File: config.mk
export PLATFORM = sky130hd
export DESIGN_NAME = prg_dma_loader_flat
export DESIGN_NICKNAME = d
export VERILOG_FILES = /design/src/rtl/prg_dma_loader_if.sv /design/src/rtl/prg_dma_loader.sv /design/src/flat_wrapper.sv
export SDC_FILE = /design/constraint.sdc
export NUM_CORES = 1
export LEC_CHECK = 0
export BUFFER_PORTS_ARGS = -buffer_cell sky130_fd_sc_hd__buf_2
export CORE_MARGIN = 5
export CORE_UTILIZATION = 40
export DETAILED_ROUTE_END_ITERATION = 16
export PLACE_DENSITY = 0.73
export SLEW_MARGIN = 10
export SYNTH_ARGS = -nofsm -noshare
export SYNTH_HDL_FRONTEND = slang
export SYNTH_SLANG_ARGS = --single-unit
export TNS_END_PERCENT = 10
File: constraint.sdc
create_clock -name clk -period 4.7 [get_ports clk]
set_clock_uncertainty 0.15 [all_clocks]
set_input_delay 0.705 -clock clk [delete_from_list [all_inputs] [get_ports clk]]
set_output_delay 0.705 -clock clk [all_outputs]
set_load 0.005 [all_outputs]
File: src/rtl/prg_dma_loader_if.sv
// rtl/prg_dma_loader_if.sv - HPS download stream and PET memory write port bundle
// master is the loader side; slave is the HPS/memory side.
interface prg_dma_loader_if;
  logic        ioctl_download;
  logic [7:0]  ioctl_index;
  logic        ioctl_wr;
  logic [24:0] ioctl_addr;
  logic [7:0]  ioctl_dout;
  logic        ioctl_wait;
  logic [15:0] dma_addr;
  logic [7:0]  dma_din;
  logic        dma_we;
  logic        dma_ack;

  modport master (
    input  ioctl_download, ioctl_index, ioctl_wr, ioctl_addr, ioctl_dout, dma_ack,
    output ioctl_wait, dma_addr, dma_din, dma_we
  );

  modport slave (
    output ioctl_download, ioctl_index, ioctl_wr, ioctl_addr, ioctl_dout, dma_ack,
    input  ioctl_wait, dma_addr, dma_din, dma_we
  );
endinterface

File: src/rtl/prg_dma_loader.sv
// rtl/prg_dma_loader.sv - PRG/ROM image loader from the HPS download stream into PET memory
// Holds the CPU while a load runs; a PRG load ends by patching the end pointer at 002A/002B.
module prg_dma_loader #(
  parameter logic [7:0]  PRG_INDEX = 8'h41,
  parameter logic [7:0]  ROM_INDEX = 8'h00,
  parameter logic [15:0] RAM_TOP   = 16'h8000
) (
  input  logic             clk,
  input  logic             reset_n,
  prg_dma_loader_if.master bus,
  output logic             cpu_hold,
  output logic             load_done,
  output logic             overflow
);

  typedef enum logic [2:0] {
    S_IDLE, S_HDR_LO, S_HDR_HI, S_DATA, S_ROM, S_PTR_LO, S_PTR_HI, S_DONE
  } state_t;

  state_t      state;
  logic [15:0] load_ptr;
  logic        dl_q;
  logic        dl_rise;
  logic        wr_ack;
  logic        rom_hit;

  assign dl_rise = bus.ioctl_download && !dl_q;
  assign wr_ack  = bus.dma_we && bus.dma_ack;
  assign rom_hit = (bus.ioctl_addr[15:0] >= 16'h0400) && (bus.ioctl_addr[15:0] < 16'h8000);

  always_ff @(posedge clk or negedge reset_n) begin
    if (!reset_n) begin
      state          <= S_IDLE;
      load_ptr       <= '0;
      // Held high so a download left asserted across reset is not mistaken for a new start.
      dl_q           <= 1'b1;
      bus.ioctl_wait <= 1'b0;
      bus.dma_we     <= 1'b0;
      bus.dma_addr   <= '0;
      bus.dma_din    <= '0;
      cpu_hold       <= 1'b0;
      load_done      <= 1'b0;
      overflow       <= 1'b0;
    end else begin
      dl_q      <= bus.ioctl_download;
      load_done <= 1'b0;
      if (wr_ack) begin
        bus.dma_we     <= 1'b0;
        bus.ioctl_wait <= 1'b0;
      end

      case (state)
        S_IDLE: begin
          if (dl_rise) begin
            if (bus.ioctl_index == PRG_INDEX) begin
              state    <= S_HDR_LO;
              overflow <= 1'b0;
              load_ptr <= '0;
              cpu_hold <= 1'b1;
            end else if (bus.ioctl_index == ROM_INDEX) begin
              state    <= S_ROM;
              cpu_hold <= 1'b1;
            end
          end
        end

        S_HDR_LO: begin
          if (bus.ioctl_wr && bus.ioctl_addr == 25'd0) begin
            load_ptr[7:0] <= bus.ioctl_dout;
            state         <= S_HDR_HI;
          end else if (!bus.ioctl_download) begin
            state     <= S_DONE;
            load_done <= 1'b1;
          end
        end

        S_HDR_HI: begin
          if (bus.ioctl_wr && bus.ioctl_addr == 25'd1) begin
            load_ptr[15:8] <= bus.ioctl_dout;
            state          <= S_DATA;
          end else if (!bus.ioctl_download) begin
            state     <= S_DONE;
            load_done <= 1'b1;
          end
        end

        S_DATA: begin
          if (bus.dma_we) begin
            if (bus.dma_ack) load_ptr <= load_ptr + 16'd1;
          end else if (bus.ioctl_wr) begin
            if (load_ptr < RAM_TOP) begin
              bus.dma_addr   <= load_ptr;
              bus.dma_din    <= bus.ioctl_dout;
              bus.dma_we     <= 1'b1;
              bus.ioctl_wait <= 1'b1;
            end else begin
              overflow <= 1'b1;
            end
          end else if (!bus.ioctl_download) begin
            state        <= S_PTR_LO;
            bus.dma_addr <= 16'h002A;
            bus.dma_din  <= load_ptr[7:0];
            bus.dma_we   <= 1'b1;
          end
        end

        S_ROM: begin
          // An in-flight write still completes before the load is closed.
          if (bus.dma_we) begin
          end else if (bus.ioctl_wr) begin
            if (rom_hit) begin
              bus.dma_addr   <= bus.ioctl_addr[15:0] + 16'h8000;
              bus.dma_din    <= bus.ioctl_dout;
              bus.dma_we     <= 1'b1;
              bus.ioctl_wait <= 1'b1;
            end
          end else if (!bus.ioctl_download) begin
            state     <= S_DONE;
            load_done <= 1'b1;
          end
        end

        S_PTR_LO: begin
          if (wr_ack) begin
            state        <= S_PTR_HI;
            bus.dma_addr <= 16'h002B;
            bus.dma_din  <= load_ptr[15:8];
            bus.dma_we   <= 1'b1;
          end
        end

        S_PTR_HI: begin
          if (wr_ack) begin
            state     <= S_DONE;
            load_done <= 1'b1;
          end
        end

        S_DONE: begin
          state    <= S_IDLE;
          cpu_hold <= 1'b0;
        end

        default: state <= S_IDLE;
      endcase
    end
  end

endmodule

File: src/flat_wrapper.sv
// flat-port wrapper written by rule: the top's interface ports become plain ports
module prg_dma_loader_flat 
#(
  parameter logic [7:0]  PRG_INDEX = 8'h41,
  parameter logic [7:0]  ROM_INDEX = 8'h00,
  parameter logic [15:0] RAM_TOP   = 16'h8000
)
  (clk, reset_n, cpu_hold, load_done, overflow, bus_ioctl_download, bus_ioctl_index, bus_ioctl_wr, bus_ioctl_addr, bus_ioctl_dout, bus_dma_ack, bus_ioctl_wait, bus_dma_addr, bus_dma_din, bus_dma_we);
  prg_dma_loader_if bus_i ();
  input  logic clk;
  input  logic reset_n;
  output logic cpu_hold;
  output logic load_done;
  output logic overflow;
  input wire logic [$bits(bus_i.ioctl_download)-1:0] bus_ioctl_download;
  input wire logic [$bits(bus_i.ioctl_index)-1:0] bus_ioctl_index;
  input wire logic [$bits(bus_i.ioctl_wr)-1:0] bus_ioctl_wr;
  input wire logic [$bits(bus_i.ioctl_addr)-1:0] bus_ioctl_addr;
  input wire logic [$bits(bus_i.ioctl_dout)-1:0] bus_ioctl_dout;
  input wire logic [$bits(bus_i.dma_ack)-1:0] bus_dma_ack;
  output wire logic [$bits(bus_i.ioctl_wait)-1:0] bus_ioctl_wait;
  output wire logic [$bits(bus_i.dma_addr)-1:0] bus_dma_addr;
  output wire logic [$bits(bus_i.dma_din)-1:0] bus_dma_din;
  output wire logic [$bits(bus_i.dma_we)-1:0] bus_dma_we;
  assign bus_i.ioctl_download = bus_ioctl_download;
  assign bus_i.ioctl_index = bus_ioctl_index;
  assign bus_i.ioctl_wr = bus_ioctl_wr;
  assign bus_i.ioctl_addr = bus_ioctl_addr;
  assign bus_i.ioctl_dout = bus_ioctl_dout;
  assign bus_i.dma_ack = bus_dma_ack;
  assign bus_ioctl_wait = bus_i.ioctl_wait;
  assign bus_dma_addr = bus_i.dma_addr;
  assign bus_dma_din = bus_i.dma_din;
  assign bus_dma_we = bus_i.dma_we;
  prg_dma_loader #(.PRG_INDEX(PRG_INDEX), .ROM_INDEX(ROM_INDEX), .RAM_TOP(RAM_TOP)) u_core (.clk(clk), .reset_n(reset_n), .bus(bus_i), .cpu_hold(cpu_hold), .load_done(load_done), .overflow(overflow));
endmodule
==> flow_summary.json, run 1 <==
{
  "ant_nets": 0,
  "rsz0062_at_grt": "false",
  "remaining_drc_errors": 0,
  "clock-sinks": 49,
  "cp_data_arrival_time_ns": 2.96,
  "yosysWarningCount": 0,
  "synth_edf_count": 0,
  "nNetsFinal": 458,
  "synthCells": 350,
  "max_stage_delay_ns": 0.88,
  "drt_iter0_drc": 396,
  "r2r-start": "u_core.state[1]",
  "drtPass1Iterations": 6,
  "p_total_uw": 2240,
  "synth_top_area_cell": "dfrtp_1",
  "startpoint": "bus_ioctl_addr[19]",
  "io_pins": 75,
  "finalCritPeriodShare_pct": 61.2,
  "die_width_um": 98.3,
  "maxSlewHeadroom_pct": 28.0,
  "synth_common_cells": "dfrtp_1 (48), nor2_1 (38), nand2_1 (37)",
  "critPathTopFamily": "compound AO/OA/AOI/OAI gates",
  "start_kind": "primary input",
  "crit_slowest_cell": "o21ai_0",
  "cp_max_fo": 11,
  "post_cts_buffers": 0,
  "crit_path_end_kind": "flip-flop",
  "cts_tree": "built",
  "htreeDepth": 2,
  "post-dp-hpwl_mm": 7.02,
  "grt_overflow": 0,
  "gp_congestion": 0.897,
  "syn_area_per_cell_sq_um": 8.92,
  "hold_viol_final": 0,
  "cap_violations": 0,
  "placementRows": 32,
  "postCtsHoldBufs": 0,
  "dp_cells": 506,
  "post_cts_resized": 0,
  "worst_slew_pin_slew_ns": 1.07,
  "die_y_um": 98.3,
  "cts.clk_slew.worst_paths_ns": 0.10,
  "path_cells": "buf_2 > nor4_1 > nand4_1 > o21ai_0 > nand2_1 > o2bb2ai_1",
  "synth-main-ff-cell": "dfrtp_1",
  "floorplan.die_area_sq_um": 9670,
  "vias_per_cell": 6.21,
  "wl_per_cell_um": 18.3,
  "synth_cell_type_count": 65,
  "ys_ff_latch": 49,
  "worst-path-stages": 6,
  "path_class": "primary input to flip-flop",
  "routed_wl_mm": 9.41,
  "async_reset_ff_share_pct": 100,
  "power_density_nw_per_um2": 618,
  "worstSetupEndpoint": "u_core.load_ptr[8]",
  "required_ns": 4.79,
  "ff2ff_path_depth": 5,
  "setup_violations": 0,
  "r2r-end": "u_core.load_done",
  "layout_min_cycle_time_ns": 2.88,
  "fin_util_pct": 47.4,
  "status": "completed",
  "grt_pass1_vias": 3016,
  "final_cells": 514,
  "syn_area_sq_um": 3120,
  "grt_usage_pct": 19.4,
  "grt_pass1_wl_mm": 15.6,
  "r2r_slack_ns": 1.85,
  "clockBufferDepth": 2,
  "post-synth-top-area-fraction_pct": 38.5,
  "synthMostInstantiatedCell": "dfrtp_1",
  "clockRootBuffer": "clkbuf_8",
  "cts_buffers": 5,
  "fmax_mhz": 347,
  "synth_nets": 397,
  "insertedDiodeCount": 0,
  "syn_to_final_growth_pct": 16.2,
  "drv_slew": 0,
  "io_buffers": 74,
  "seq_area_frac_synth_pct": 39.3,
  "p_leak_uw": 0.00152,
  "antenna_found_initial": 0,
  "core_area_sq_um": 7650,
  "fill_cells": 718,
  "synth_area_leaders": "dfrtp_1 (38%), nor2_1 (4.6%), nand2_1 (4.5%)",
  "grt_max_degree": 50,
  "crit_buf_inv": 1,
  "vias": 3193,
  "hold_class": "primary input to asynchronous set/reset pin",
  "clock_latency_ns": 0.31,
  "drive_gt1_share_pct": 24.5,
  "irDropWorstVdd_mv": 0.159,
  "fin_setup_tns_ns": 0,
  "start_util_pct": 40.8
}
## routing by layer
metal | GRT usage [%] | up-vias | wire [um]
li1 | - | 1463 | -
met3 | 3.86 | 16 | 933
met4 | 5.46 | 0 | 162
met5 | 0 | - | 0
met1 | 26.8 | 1520 | 3950
met2 | 31.1 | 194 | 4370
## state kept, by name, summed over array words and instances (netlist names)
signal,cells
u_core.bus.ioctl_wait,1
u_core.state,3
u_core.load_done,1
u_core.bus.dma_din,8
u_core.bus.dma_we,1
u_core.bus.dma_addr,16
u_core.dl_q,1
u_core.load_ptr,16
u_core.overflow,1
u_core.cpu_hold,1
## worst reg2reg max path: stages (launching register included)
cell,delay (ns)
dfrtp_1,0.78
nand2b_1,0.24
nor2_1,0.48
o21ai_0,0.55
nor2b_1,0.30
o32ai_1,0.26
## how the worst min path moves through the flow
stage | to | slack [ns] | cells past startpoint
6_report | u_core.bus.dma_addr[2] | 0.26 | 1
5_1_grt | u_core.bus.dma_din[3] | 0.32 | 1
4_1_cts | u_core.bus.dma_addr[1] | 0.33 | 2
3_5_place_dp | u_core.bus.dma_addr[1] | 0.31 | 2
3_3_place_gp | u_core.bus.dma_addr[1] | 0.30 | 2
2_1_floorplan | u_core.bus.dma_addr[0] | 0.26 | 0
## layout by cell type, fill, tap and decap left out, types with 5 or more instances in the layout
cell type  instances
o22ai_1            8
clkbuf_8           5
o21ai_0           20
a21oi_1           15
nand3_1           12
nor2_1            38
nor2b_1            8
buf_2             73
dfrtp_1           48
nor3_1             8
nand4_1            5
nand2_1           37
and2_1             5
nand2b_1           5
a31oi_1            8
nor4_1             6
a22oi_1            5
and3_1             6
a221oi_1          11
o2bb2ai_1          7
inv_1             10
o31ai_1            7
## logic make-up (layout without fill, tap and decap cells)
group | count (synthesis) | in the layout | synth area share (%)
AND/OR/NAND/NOR | 144 | 144 | 25.1
AO/OA/AOI/OAI | 121 | 121 | 28.9
flip-flops | 49 | 49 | 39.3
buffers and inverters | 32 | 94 | 5.09
multiplexers | 2 | 2 | 0.802
adder cells (fa/ha/maj) | 1 | 1 | 0.401
XOR/XNOR | 1 | 1 | 0.281
## metrics by stage
| step | setup WS, ns | instance area (sq um) | hold WS, ns |
|---|---|---|---|
| after CTS | 1.75 | 3610 | 0.332 |
| after global routing | 1.60 | 3630 | 0.316 |
| after global placement | 1.65 | 3520 | 0.300 |
| final | 1.82 | 3630 | 0.259 |
| after detailed placement | 1.57 | 3520 | 0.308 |
| after floorplan | 2.26 | 3120 | 0.259 |
## final cells by class
cell class	instances	area [sq um]	area share (%)
clock buffer	5	68.8	1.90
clock inverter	3	25.0	0.690
inverter	10	37.5	1.04
multi-input combinational	269	1750	48.3
sequential	49	1230	33.9
tap	102	128	3.52
timing repair buffer	76	388	10.7
## where the power goes
| group | total [uW] | switching, uW | internal [uW] |
|---|---|---|---|
| Combinational | 1110 | 639 | 469 |
| Clock | 266 | 158 | 108 |
| Sequential | 866 | 258 | 608 |
No activity file was read; power rests on OpenSTA's default activity.
==> run 2: changes to the inputs <==
- PLACE_DENSITY: 0.73 -> 0.75
- clock period: 4.7 -> 2.6 ns (I/O delays scaled with it)
==> run 2 against run 1 <==
- die area unchanged
- total power up 90%
- non-clock buffer count up 13
- clock power up 120%
- worst setup slack worse by 1.6 ns
- sequential power up 74%
- count of clock-buffer cells in the layout up 1
- critical path depth down 1
- critical endpoint is now u_core.state[1]
==> flow_summary.json, run 2 (same netlist as run 1, synthesis figures left out) <==
{
  "r2r_slack_ns": 0.26,
  "cp_max_fo": 20,
  "finalCritPeriodShare_pct": 90.2,
  "crit_slowest_cell": "dfrtp_1",
  "fill_cells": 760,
  "preCtsSetupSlack_ns": 0.241,
  "antenna_found_initial": 0,
  "setup_violations": 0,
  "hold_class": "primary input to asynchronous set/reset pin",
  "drt_iter0_drc": 290,
  "core_area_sq_um": 7650,
  "wl_per_cell_um": 17.6,
  "dpl_cell_area_sq_um": 3630,
  "drtPass1Iterations": 5,
  "insertedDiodeCount": 0,
  "post-dp-hpwl_mm": 7.08,
  "dp_cells": 519,
  "remaining_drc_errors": 0,
  "hold_viol_final": 0,
  "crit_buf_inv": 0,
  "routed_wl_mm": 9.25,
  "vias_per_cell": 6.05,
  "rsz0062_at_grt": "false",
  "placementRows": 32,
  "intPower_uw": 2370,
  "power.switching_uw": 1880,
  "max_stage_delay_ns": 0.78,
  "p_comb_share_pct": 50.7,
  "crit_path_end_kind": "flip-flop",
  "vias": 3189,
  "ff2ff_path_depth": 5,
  "start_util_pct": 40.8,
  "clockRootBuffer": "clkbuf_8",
  "nNetsFinal": 471,
  "fmax_mhz": 427,
  "io_buffers": 74,
  "post_cts_buffers": 0,
  "layout_min_cycle_time_ns": 2.34,
  "die_y_um": 98.3,
  "drv_slew": 0,
  "p_clk_share_pct": 13.7,
  "mostFrequentLayoutCell": "buf_2",
  "p_leak_uw": 0.00160,
  "critPathTopFamily": "compound AO/OA/AOI/OAI gates",
  "reg.largest.list": "u_core.bus.dma_addr: 16 flops, u_core.load_ptr: 16 flops, u_core.bus.dma_din: 8 flops",
  "power_density_nw_per_um2": 1140,
  "regArea_sq_um": 1230,
  "worst_slew_pin_slew_ns": 0.660,
  "switching_share_pct": 44.2,
  "postCtsHoldBufs": 0,
  "final_cells": 527,
  "clock-sinks": 49,
  "final_cell_area_sq_um": 3750,
  "worst-path-stages": 5,
  "ant_nets": 0,
  "cts.clk_slew.worst_paths_ns": 0.10,
  "grt_usage_pct": 19.1,
  "start_kind": "flip-flop",
  "setup_slack_ns": 0.255,
  "grt_max_degree": 50,
  "path_cells": "nand2b_1 > a211oi_1 > a211oi_1 > o311ai_0 > a21oi_1",
  "cap_violations": 0,
  "cts_tree": "built",
  "clockBufferDepth": 2,
  "grt_pass1_wl_mm": 15.4,
  "die_width_um": 98.3,
  "status": "completed",
  "fin_setup_tns_ns": 0,
  "io_pins": 75,
  "path_class": "flip-flop to flip-flop",
  "htreeDepth": 2,
  "maxSlewHeadroom_pct": 56.0,
  "cts_buffers": 5,
  "cp_data_arrival_time_ns": 2.43,
  "grt_pass1_vias": 3134,
  "cpMostUsedCell": "a211oi_1",
  "floorplan.die_area_sq_um": 9670,
  "p_seq_share_pct": 35.6,
  "gp_congestion": 0.855,
  "clock_latency_ns": 0.31,
  "irDropWorstVdd_mv": 0.315,
  "post_cts_resized": 0,
  "p_total_uw": 4260,
  "multi_input_area_sq_um": 1740,
  "required_ns": 2.68,
  "grt_overflow": 0,
  "drive_gt1_share_pct": 26.8,
  "syn_to_final_growth_pct": 20.1,
  "mostFrequentLayoutCells": "buf_2 (74), dfrtp_1 (48), nor2_1 (38), nand2_1 (37), o21ai_0 (20)"
}
## run 2: power groups by stage
stage               combinational (uW)  clock (uW)  sequential [uW]
floorplan                         1540           0             1360
global placement                  2110           0             1500
detailed placement                2160           0             1510
CTS                               2160         596             1500
global route                      2420         620             1560
finish                            2160         584             1510
## run 2: metrics by stage
step           util (%)  hold slack [ns]
5_1_grt            49.0           0.0894
3_3_place_gp       47.4            0.304
6_report           49.0           0.0282
4_1_cts            49.0           0.0516
3_5_place_dp       47.4            0.305
2_1_floorplan         -          -0.0556
## run 2: cell type report
class | instances | share of cell area, %
clock buffers | 6 | 2.20
flip-flops and latches | 49 | 32.7
well taps | 102 | 3.40
inverters | 10 | 1.00
clock inverters | 2 | 1.00
repair buffers | 89 | 13.2
multi-input cells | 269 | 46.4
## run 2: path summary, 6_finish.rpt
path | start | endpoint
setup reg to reg | u_core.state[1] | u_core.state[1]
hold reg to reg | u_core.bus.dma_addr[3] | u_core.bus.dma_addr[3]
min in group clk | bus_ioctl_download | u_core.dl_q
setup / recovery | u_core.state[1] | u_core.state[1]
max in group asynchronous | reset_n | u_core.overflow
hold / removal | reset_n | u_core.bus.dma_addr[15]
## run 2: metal layers
metal	vias to the layer above	track usage [%]	share of wire, %
met5	-	0	0
met4	0	5.57	1.6
met3	13	4.29	8.2
met2	142	31.3	47
met1	1536	25.4	43
li1	1498	-	-
## run 2: worst register-to-register path, delay by kind of cell (launching register included)
kind,cells,cell delay [ns]
AO/OA/AOI/OAI,4,1.05
AND/OR/NAND/NOR,1,0.31
flip-flops,1,0.78
==> run 3: changes to the inputs <==
- ABC_AREA: not set -> 1
- CORE_UTILIZATION: 40 -> 50
- PLACE_DENSITY: 0.75 -> 0.87
==> run 3 against run 2 <==
- sequential share of layout area down 1.3 points
- via count increased by 13%
- wire length rose by 9.4%
- design area grew 4.0%
- largest cell class unchanged
- critical path depth increased by 3
- critical path type unchanged
- final cell count increased by 21%
- worst setup slack better by 0.020 ns
- synthesized area is 8.1% higher
- count of clock-buffer cells in the layout is 1 lower
==> flow_summary.json, run 3 <==
{
  "status": "completed",
  "irDropWorstVdd_mv": 0.454,
  "synth_edf_count": 0,
  "seq_area_frac_synth_pct": 36.4,
  "cap_violations": 0,
  "synth_nets": 532,
  "cp_max_fo": 33,
  "reg.largest.list": "u_core.bus.dma_addr: 16 flops, u_core.load_ptr: 16 flops, u_core.bus.dma_din: 8 flops",
  "remaining_drc_errors": 0,
  "hp-start": "bus_ioctl_download",
  "cts.clk_slew.worst_paths_ns": 0.10,
  "grt_max_degree": 34,
  "r2r-start": "u_core.state[0]",
  "drive_gt1_share_pct": 21.3,
  "r2r_slack_ns": 0.28,
  "start_util_pct": 50.5,
  "drtPass1Iterations": 5,
  "required_ns": 2.70,
  "grt_usage_pct": 23.9,
  "start_kind": "flip-flop",
  "maxSlewHeadroom_pct": 59.3,
  "syn_area_sq_um": 3370,
  "synthCells": 485,
  "post_cts_buffers": 0,
  "clock_latency_ns": 0.31,
  "fin_setup_tns_ns": 0,
  "worst_slew_pin_slew_ns": 0.611,
  "antenna_found_initial": 0,
  "drt_iter0_drc": 309,
  "fmax_mhz": 430,
  "cts_tree": "built",
  "synth_cell_type_count": 42,
  "io_pins": 75,
  "floorplan.die_area_sq_um": 8490,
  "nNetsFinal": 604,
  "core_area_sq_um": 6680,
  "grt_overflow": 0,
  "syn_area_per_cell_sq_um": 6.96,
  "cp_data_arrival_time_ns": 2.42,
  "ff2ff_path_depth": 8,
  "vias_per_cell": 5.66,
  "mostFrequentLayoutCell": "nand2_1",
  "ant_nets": 0,
  "synth_area_leaders": "dfrtp_1 (36%), nand2_1 (17%), nor2_1 (6.0%)",
  "post_cts_resized": 0,
  "die_width_um": 92.2,
  "startpoint": "u_core.state[0]",
  "grt_pass1_wl_mm": 16.2,
  "clock-sinks": 49,
  "hold_path_depth": 1,
  "synth-main-ff-cell": "dfrtp_1",
  "path_class": "flip-flop to flip-flop",
  "grt_pass1_vias": 3325,
  "vias": 3613,
  "postCtsHoldBufs": 1,
  "setup_violations": 0,
  "finalCritPeriodShare_pct": 89.4,
  "die_y_um": 92.2,
  "layout_min_cycle_time_ns": 2.32,
  "async_reset_ff_share_pct": 100,
  "crit_path_end_kind": "flip-flop",
  "clockRootBuffer": "clkbuf_8",
  "post-dp-hpwl_mm": 7.74,
  "hold_end": "u_core.dl_q",
  "synth_top_area_cell": "dfrtp_1",
  "io_buffers": 74,
  "hold_viol_final": 0,
  "syn_to_final_growth_pct": 15.5,
  "synthMostInstantiatedCell": "nand2_1",
  "yosysWarningCount": 0,
  "placementRows": 30,
  "p_leak_uw": 0.00194,
  "mostFrequentLayoutCells": "nand2_1 (156), buf_2 (74), nor2_1 (54), dfrtp_1 (48), inv_1 (47)",
  "gp_congestion": 0.956,
  "synth_common_cells": "nand2_1 (156), nor2_1 (54), dfrtp_1 (48)",
  "power_density_nw_per_um2": 1060,
  "post-synth-top-area-fraction_pct": 35.6,
  "r2r-end": "u_core.bus.dma_din[5]",
  "wl_per_cell_um": 15.9,
  "insertedDiodeCount": 0,
  "ys_ff_latch": 49,
  "htreeDepth": 2,
  "rsz0062_at_grt": "false",
  "routed_wl_mm": 10.1,
  "hold_class": "primary input to flip-flop",
  "clockBufferDepth": 2,
  "drv_slew": 0,
  "timing.hold.ws_ns": 0.0969,
  "cts_buffers": 5
}
-- run 3: how the worst max path moves through the flow --
stage                       endpoint  slack (ns)  cells after the start
6_report       u_core.bus.dma_din[5]        0.28                      8
5_1_grt        u_core.bus.dma_din[5]        0.06                      8
4_1_cts        u_core.bus.dma_din[5]        0.30                      8
3_5_place_dp   u_core.bus.dma_din[5]        0.31                      8
3_3_place_gp      u_core.load_ptr[9]        0.39                     12
2_1_floorplan        u_core.state[1]        0.89                     10
-- run 3: cell families after synthesis --
logic type / count (synthesis) / share of synthesized area, %
flip-flops: 49 / 36.4
AO/OA/AOI/OAI: 99 / 19.3
adder cells (fa/ha/maj): 1 / 0.371
buffers and inverters: 70 / 9.34
AND/OR/NAND/NOR: 266 / 34.6
-- run 3: final cells by class --
class | instances | area (sq um)
clock inverter | 3 | 21.3
tap | 80 | 100
inverter | 53 | 204
clock buffer | 5 | 68.8
timing repair buffer | 82 | 445
sequential | 49 | 1230
multi-input combinational | 366 | 1830
fill | 645 | 2780
-- run 3: power breakdown --
part / switching, uW / internal (uW) / leakage (uW)
clock network: 280 / 192 / 0.0000445
logic: 1460 / 810 / 0.00126
registers: 320 / 1090 / 0.000636
total: 2060 / 2090 / 0.00194
-- run 3: critical path: stages, from the launching register on --
cell,delay (ns)
dfrtp_1,0.57
nor2_2,0.11
nand2_1,0.25
o22ai_1,0.13
nor2_2,0.17
nand3_4,0.33
inv_2,0.35
nand2_1,0.12
nand2_1,0.07
-- run 3: metrics by stage --
step | instance area (sq um) | total power [uW] | setup WS, ns | utilization [%] | instances
after floorplan | 3370 | 3040 | 0.894 | - | 485
after global placement | 3800 | 3590 | 0.391 | 56.9 | 629
after detailed placement | 3800 | 3650 | 0.314 | 56.9 | 629
after CTS | 3900 | 4130 | 0.304 | 58.4 | 638
after global routing | 3900 | 4490 | 0.0586 | 58.4 | 638
final | 3900 | 4150 | 0.275 | 58.4 | 638
-- run 3: metal layers --
| metal | share of wire [%] | up-vias | GRT usage (%) | wire length (um) |
|---|---|---|---|---|
| li1 | - | 1752 | - | - |
| met1 | 45 | 1672 | 32.9 | 4510 |
| met2 | 45 | 174 | 37.3 | 4590 |
| met3 | 8.6 | 15 | 5.99 | 872 |
| met4 | 1.4 | 0 | 6.56 | 144 |
| met5 | 0 | - | 0 | 0 |
